$ cat src/rtl/fp16_align_stage.sv
// Binary16 adder pre-alignment stage: unpacks and orders two operands, flags
// infinities/NaNs and right-aligns the smaller significand with guard/round/sticky.
module fp16_align_stage #(
  parameter int MANT_W = 10,
  parameter int EXP_W  = 5,
  parameter int GRS_W  = 3
) (
  input  logic                        clk,
  input  logic                        rst,
  input  logic                        in_valid,
  output logic                        in_ready,
  input  logic [EXP_W+MANT_W:0]       A,
  input  logic [EXP_W+MANT_W:0]       B,
  output logic                        out_valid,
  input  logic                        out_ready,
  output logic                        sign_big,
  output logic                        eff_sub,
  output logic [EXP_W-1:0]            exp_out,
  output logic [MANT_W+GRS_W:0]       mant_big,
  output logic [MANT_W+GRS_W:0]       mant_small,
  output logic [1:0]                  special,
  output logic                        special_sign
);

  localparam int W     = 1 + EXP_W + MANT_W;
  localparam int SIG_W = MANT_W + 1;
  localparam int AL_W  = SIG_W + GRS_W;

  localparam logic [1:0] SPC_NORM = 2'b00;
  localparam logic [1:0] SPC_INF  = 2'b01;
  localparam logic [1:0] SPC_NAN  = 2'b10;

  logic              s1_valid, s2_valid;
  logic              adv1, adv2;

  logic              s1_sign_big, s1_eff_sub, s1_special_sign;
  logic [EXP_W-1:0]  s1_eexp, s1_diff;
  logic [SIG_W-1:0]  s1_sig_big, s1_sig_small;
  logic [1:0]        s1_special;

  logic              sign_a, sign_b;
  logic [EXP_W-1:0]  exp_a, exp_b, eexp_a, eexp_b;
  logic [MANT_W-1:0] frac_a, frac_b;
  logic [SIG_W-1:0]  sig_a, sig_b;
  logic              a_big, inf_a, inf_b, nan_a, nan_b;
  logic [1:0]        spc_c;
  logic              spc_sign_c;

  logic [AL_W-1:0]   ext, shifted, shift_mask, al_small;
  logic              sticky;

  assign adv2      = !s2_valid || out_ready;
  assign adv1      = !s1_valid || adv2;
  assign in_ready  = adv1;
  assign out_valid = s2_valid;

  // Unpack; denormals use an effective exponent of 1 and no hidden bit.
  always_comb begin
    sign_a = A[W-1];
    sign_b = B[W-1];
    exp_a  = A[W-2:MANT_W];
    exp_b  = B[W-2:MANT_W];
    frac_a = A[MANT_W-1:0];
    frac_b = B[MANT_W-1:0];
    eexp_a = (exp_a == '0) ? EXP_W'(1) : exp_a;
    eexp_b = (exp_b == '0) ? EXP_W'(1) : exp_b;
    sig_a  = {exp_a != '0, frac_a};
    sig_b  = {exp_b != '0, frac_b};
    a_big  = {eexp_a, sig_a} >= {eexp_b, sig_b};
    inf_a  = (exp_a == '1) && (frac_a == '0);
    inf_b  = (exp_b == '1) && (frac_b == '0);
    nan_a  = (exp_a == '1) && (frac_a != '0);
    nan_b  = (exp_b == '1) && (frac_b != '0);

    spc_c      = SPC_NORM;
    spc_sign_c = 1'b0;
    if (nan_a || nan_b || (inf_a && inf_b && (sign_a != sign_b))) begin
      spc_c = SPC_NAN;
    end else if (inf_a) begin
      spc_c      = SPC_INF;
      spc_sign_c = sign_a;
    end else if (inf_b) begin
      spc_c      = SPC_INF;
      spc_sign_c = sign_b;
    end
  end

  // Alignment shift; anything shifted past the LSB folds into sticky.
  always_comb begin
    ext        = {s1_sig_small, {GRS_W{1'b0}}};
    shifted    = '0;
    shift_mask = '0;
    sticky     = 1'b0;
    if (s1_diff < EXP_W'(AL_W)) begin
      shifted    = ext >> s1_diff;
      shift_mask = (AL_W'(1) << s1_diff) - AL_W'(1);
      sticky     = |(ext & shift_mask);
    end else begin
      sticky     = |s1_sig_small;
    end
    al_small = {shifted[AL_W-1:1], shifted[0] | sticky};
  end

  always_ff @(posedge clk or negedge rst) begin
    if (!rst) begin
      s1_valid        <= 1'b0;
      s1_sign_big     <= 1'b0;
      s1_eff_sub      <= 1'b0;
      s1_eexp         <= '0;
      s1_sig_big      <= '0;
      s1_sig_small    <= '0;
      s1_diff         <= '0;
      s1_special      <= SPC_NORM;
      s1_special_sign <= 1'b0;
    end else if (adv1) begin
      s1_valid <= in_valid;
      if (in_valid) begin
        s1_sign_big     <= a_big ? sign_a : sign_b;
        s1_eff_sub      <= sign_a ^ sign_b;
        s1_eexp         <= a_big ? eexp_a : eexp_b;
        s1_sig_big      <= a_big ? sig_a : sig_b;
        s1_sig_small    <= a_big ? sig_b : sig_a;
        s1_diff         <= a_big ? (eexp_a - eexp_b) : (eexp_b - eexp_a);
        s1_special      <= spc_c;
        s1_special_sign <= spc_sign_c;
      end
    end
  end

  // Output registers only load on advance, so a stalled result holds stable.
  always_ff @(posedge clk or negedge rst) begin
    if (!rst) begin
      s2_valid     <= 1'b0;
      sign_big     <= 1'b0;
      eff_sub      <= 1'b0;
      exp_out      <= '0;
      mant_big     <= '0;
      mant_small   <= '0;
      special      <= SPC_NORM;
      special_sign <= 1'b0;
    end else if (adv2) begin
      s2_valid <= s1_valid;
      if (s1_valid) begin
        sign_big     <= s1_sign_big;
        eff_sub      <= s1_eff_sub;
        exp_out      <= s1_eexp;
        mant_big     <= {s1_sig_big, {GRS_W{1'b0}}};
        mant_small   <= al_small;
        special      <= s1_special;
        special_sign <= s1_special_sign;
      end
    end
  end

endmodule

$ cat config.mk
export PLATFORM = sky130hd
export DESIGN_NAME = fp16_align_stage
export DESIGN_NICKNAME = d
export VERILOG_FILES = /design/src/rtl/fp16_align_stage.sv
export SDC_FILE = /design/constraint.sdc
export NUM_CORES = 1
export LEC_CHECK = 0
export BUFFER_PORTS_ARGS = -buffer_cell sky130_fd_sc_hd__buf_2
export CAP_MARGIN = 20
export CORE_MARGIN = 5
export CORE_UTILIZATION = 45
export CTS_BUF_LIST = sky130_fd_sc_hd__clkbuf_8
export DETAILED_ROUTE_END_ITERATION = 7
export PLACE_DENSITY = 0.68
export SLEW_MARGIN = 20
export SYNTH_ARGS = -nofsm -noshare
export SYNTH_HDL_FRONTEND = slang
export SYNTH_SLANG_ARGS = --single-unit
$ cat constraint.sdc
create_clock -name clk -period 1.9 [get_ports clk]
set_input_delay 0.095 -clock clk [delete_from_list [all_inputs] [get_ports clk]]
set_output_delay 0.095 -clock clk [all_outputs]
set_load 0.02 [all_outputs]
-- Word-level counts from Yosys, hierarchy flattened
Index checks and enable logic that the tools add are counted.
- register bits after elaboration: 74
- input bits: 36
- output and inout port bits: 40
- word-level logic and storage cells: 69
- $add $sub $neg: 3
- order comparisons: 2
- equal/unequal tests: 3
- shift-type cells: 2
- multiplexer cells: 15
- bitwise operators: 3
- reduce and logical (&&, ||, !) cells: 24
- operators by type and width (kind ; count):
    $mux 11 ; 2
    $logic_not 10->1 ; 2
    $mux 5 ; 4
    $reduce_bool 10->1 ; 2
    $ge 16x16->1 ; 1
    $and 14x14->14 ; 1
    $mux 14 ; 1
    $reduce_or 14->1 ; 1
    $shl 1x5->14 const A ; 1
    $shr 14x5->14 ; 1
    $sub 14x2->14 const B ; 1
    $reduce_or 11->1 ; 1
    $eq 5x5->1 const B ; 2
    $logic_not 5->1 ; 2
    $reduce_bool 5->1 ; 2
    $sub 5x5->5 ; 2
    $mux 1 ; 7
    $logic_and 1x1->1 ; 6
    $lt 5x4->1 const B ; 1
    $logic_or 1x1->1 ; 4
    $reduce_and 2->1 ; 2
    $logic_not 1->1 ; 2
    $mux 2 ; 1
    $ne 1x1->1 ; 1
    2 further kinds ; 2

-- Longest topological paths before layout
- depth in word-level cells: 6
- depth in mapped cells: 13
- mapped depth without buffers: 12

-- Worst setup path after synthesis
Ideal clock, no wire load.
- path type: input -> register
- start point: input B[11]
- end point: register s1_diff[3]
- library setup time: 0.069 ns
- arrival: 2.448 ns
- required time: 1.831 ns
- path slack: -0.617 ns
- stages on the path: 11
- buffers on the path: 1
- path through: or4_1 -> nor2_1 -> nor2_1 -> ha_1 -> nand3_1 -> nor3_2 -> a221o_1 -> nor2_2 -> buf_6 -> a2111o_1 -> nand3_1
- word-level cells in the longest chain between the ends: 4
- elaborated cells on any way between the ends: 7
- those cells by class: 2 x add/sub; 1 x order compare; 2 x mux; 2 x reduce/logical
- RTL lines (item ; line ; source):
    start: declaration ; 13 ; input logic [EXP_W+MANT_W:0] B,
    $logic_not 5->1 ; 66 ; eexp_b = (exp_b == '0) ? EXP_W'(1) : exp_b;
    $mux 5 ; 66 ;
    $ge 16x16->1 / $sub 5x5->5 (equally long branches) ; 69, 123 ;
    $mux 5 * ; 123 ; s1_diff <= a_big ? (eexp_a - eexp_b) : (eexp_b - eexp_a);
    end signal: assignment ; 123 ;
    end: declaration ; 37 ; logic [EXP_W-1:0] s1_eexp, s1_diff;
Mark *: on every way between the ends. The rest lies on a longest branch, timed or not.
A chain may end at the register's enable or synchronous reset.

-- Worst setup path after layout
- start point: input B[14]
- end point: register s1_diff[4]
The elaborated chain is that of the path after synthesis.

==> results_dict.tcl <==
set metrics [dict create \
    startpoint "B[14]" \
    initial_core_util_pct 46.34 \
    die_w_um 110.6 \
    syn_inst 497 \
    synth.ff_latch_count 74 \
    cts_sinks 74 \
    critical_path.top_delay_family "simple AND/OR/NAND/NOR gates" \
    synthArstFlopShare_pct 100.0 \
    area_growth_syn_to_layout_pct 30.22 \
    crit_path_start_kind "primary input" \
    critPathMaxFanout 3 \
    worstReg2RegStart "s1_diff[1]" \
    dpl-instance-area_mm2 0.005523 \
    layout-drive-gt1-share_pct 37.80 \
    ctsHtreeMaxLevel 3 \
    wl_per_cell_um 16.24 \
    grt_pass1_wl_mm 20.29 \
    ant_nets 0 \
    powerDensity_mw_per_mm2 935.0 \
    seq_area_frac_synth_pct 40.69 \
    finalCritPeriodShare_pct 117.0 \
    cts_made_buffers 9 \
    min_from "A[15]" \
    arrival_ps 2500 \
    fin_worst_skew_ps 9.887 \
    dieArea_mm2 0.01222 \
    gp_congestion 0.8710 \
    firstDrtPassIters 4 \
    rows 36 \
    clk_latency_ps 350 \
    dp_hpwl_mm 9.322 \
    core_area_mm2 0.009819 \
    status "finished with violations" \
    maxCapViolCount 0 \
    pre_cts_ws_ps -678.3 \
    track_usage_pct 20.17 \
    fmax_mhz 449.9 \
    stdcell_count 760 \
    cp_common_cell "nor2_4" \
    synth.most_common_cell "dfrtp_1" \
    cts_tree "yes" \
    synthFlopType "dfrtp_1" \
    timing.critical_path.slowest_stage_cell "or4_4" \
    fill_cells 890 \
    overflow 0 \
    post-route-cell-area_mm2 0.005926 \
    p_leak_nw 2.805 \
    hold_viol_final 0 \
    setup_ws_ps -322.8 \
    drt-total-wl_mm 12.35 \
    worst-setup-path-type "in2reg" \
    antenna_found_initial 0 \
    synth_common_cells "dfrtp_1 (74), nand2_1 (70), nor2_1 (43), inv_1 (25), clkbuf_1 (24)" \
    die_h_um 110.6 \
    grt_max_degree 42 \
    violations "setup timing" \
    synth.avg_cell_area_um2 9.156 \
    dr_total_vias 4153 \
    setup-violations-final 32 \
    grt_pass1_vias 4135 \
    port_buffers 72 \
    hold_class "in2reg" \
    synth-edff-count 0 \
    syn_area_mm2 0.004551 \
    diodes 0 \
    route.detailed.drc 0 \
    io_pins 76 \
    final_nets 682 \
    ir_worst_vdd_v 0.0004508 \
    fin_crit_ps 2223 \
    cts_max_path_buffers 2 \
    slew_viol_final 0 \
    dp_cells 735 \
    netlist_top_cells_area "dfrtp_1 (41%), ha_1 (5.8%), nand2_1 (5.8%)" \
    drt-initial-drc-count 277 \
    cts_root_buf "clkbuf_8" \
    rsz0062_at_grt "yes" \
    avgViaCountPerCell 5.464 \
    worst-path-buf-inv 3 \
    setup.worst_path.end_class "flop" \
    yosysWarningCount 0 \
    clk_pin_slew_ps 80 \
    critPathMaxStageDelay_ps 540 \
    synth_top_area_cell "dfrtp_1" \
    synth_top_cell_area_share_pct 40.69 \
    path_cells "buf_6 > or4_4 > nor2_4 > nor2_4 > buf_4 > ha_1 > fa_1 > inv_2 > a21o_1 > a21oi_1 > a2111o_1 > nand3_1" \
    yosys.cell_types.count 59 \
    required_ps 2180 \
]
-- layout make-up --
| type | instances | area (µm²) | share of cell area [%] |
|---|---|---|---|
| clock buffers | 9 | 123.9 | 2.090 |
| clock inverters | 6 | 27.53 | 0.4645 |
| inverters | 25 | 93.84 | 1.584 |
| multi-input cells | 361 | 2557 | 43.16 |
| flip-flops and latches | 74 | 1852 | 31.25 |
| well taps | 133 | 166.4 | 2.808 |
| repair buffers | 152 | 1105 | 18.64 |
-- state kept, by name (all words and copies together), names as in the netlist, 2 cells and up --
| name | count |
|---|---|
| mant_small | 14 |
| mant_big | 11 |
| s1_sig_big | 11 |
| s1_sig_small | 11 |
| exp_out | 5 |
| s1_diff | 5 |
| s1_eexp | 5 |
| s1_special | 2 |
| special | 2 |
-- path summary, 6_finish.rpt --
path | end | cells after the start | slack [ps]
min in group asynchronous | mant_big[3] | 2 | 260
max in group asynchronous | exp_out[0] | 3 | 1060
min reg2reg | mant_small[7] | 2 | 480
max | s1_diff[4] | 12 | -320
min | s1_sign_big | 3 | 30
max reg2reg | mant_small[0] | 5 | 160
-- what timing repair did --
action | in CTS | in global routing
setup endpoints to repair | 32 | 32
cloned | 0 | 1
buffers inserted | 5 | 3
gates resized for setup | 13 | 17
pin swaps | 9 | 6
endpoints found under the hold margin | 34 | 0
hold buffers | 2 | 0
-- kinds of logic (layout without fill, tap and decap cells) --
family / Yosys count / count (layout) / synth area share [%]
buffers and inverters: 64 / 192 / 6.709
adders and majority gates: 23 / 23 / 6.654
xor gates and xnor gates: 1 / 1 / 0.1925
other: 1 / 3 / 0.08241
muxes: 40 / 40 / 9.431
and+or+nand+nor: 179 / 179 / 18.06
AOI/OAI and AO/OA: 115 / 115 / 18.17
DFF: 74 / 74 / 40.69
-- placed cells by master, fill, tap and decap left out, drive strengths merged, types with 15 or more instances in the layout --
cell,Yosys,layout
ha,21,21
o21ai,24,24
mux2i,17,17
dfrtp,74,74
a31oi,28,28
a21oi,22,22
mux2,23,23
buf,15,149
nand3,15,15
inv,25,27
nor2,44,44
nand2,80,80
-- report_power, final --
group | switching [mW] | internal [mW] | total (mW) | leakage [nW]
sequential | 0.270 | 1.94 | 2.21 | 0.879
combinational | 1.30 | 1.02 | 2.33 | 1.83
clock | 0.559 | 0.448 | 1.01 | 0.0910
-- routing by layer --
layer  track usage (%)  wire, µm  part of all wire [%]
met5                 0         0                     0
met4             5.747       122                  0.99
met3             3.665       552                   4.5
met2             33.21      6099                    49
met1             27.18      5571                    45
-- worst reg2reg max path, delay by kind of cell, from the launching register on --
family,cells,cell delay [ps]
DFF,1,430
and+or+nand+nor,3,770
AOI/OAI and AO/OA,2,420
-- per-stage QoR --
step | hold slack [ps] | total power [mW] | setup TNS (ps) | utilization, %
after detailed placement | 86.05 | 4.464 | -20280 | 56.24
final | 31.90 | 5.540 | -7424 | 60.35
after global routing | 27.15 | 5.917 | -9923 | 60.35
after global placement | 86.43 | 4.404 | -18570 | 56.24
after CTS | 12.13 | 5.506 | -7102 | 59.12
after floorplan | -200.6 | 3.650 | -12760 | -
Power figures use the tool's default switching activity.
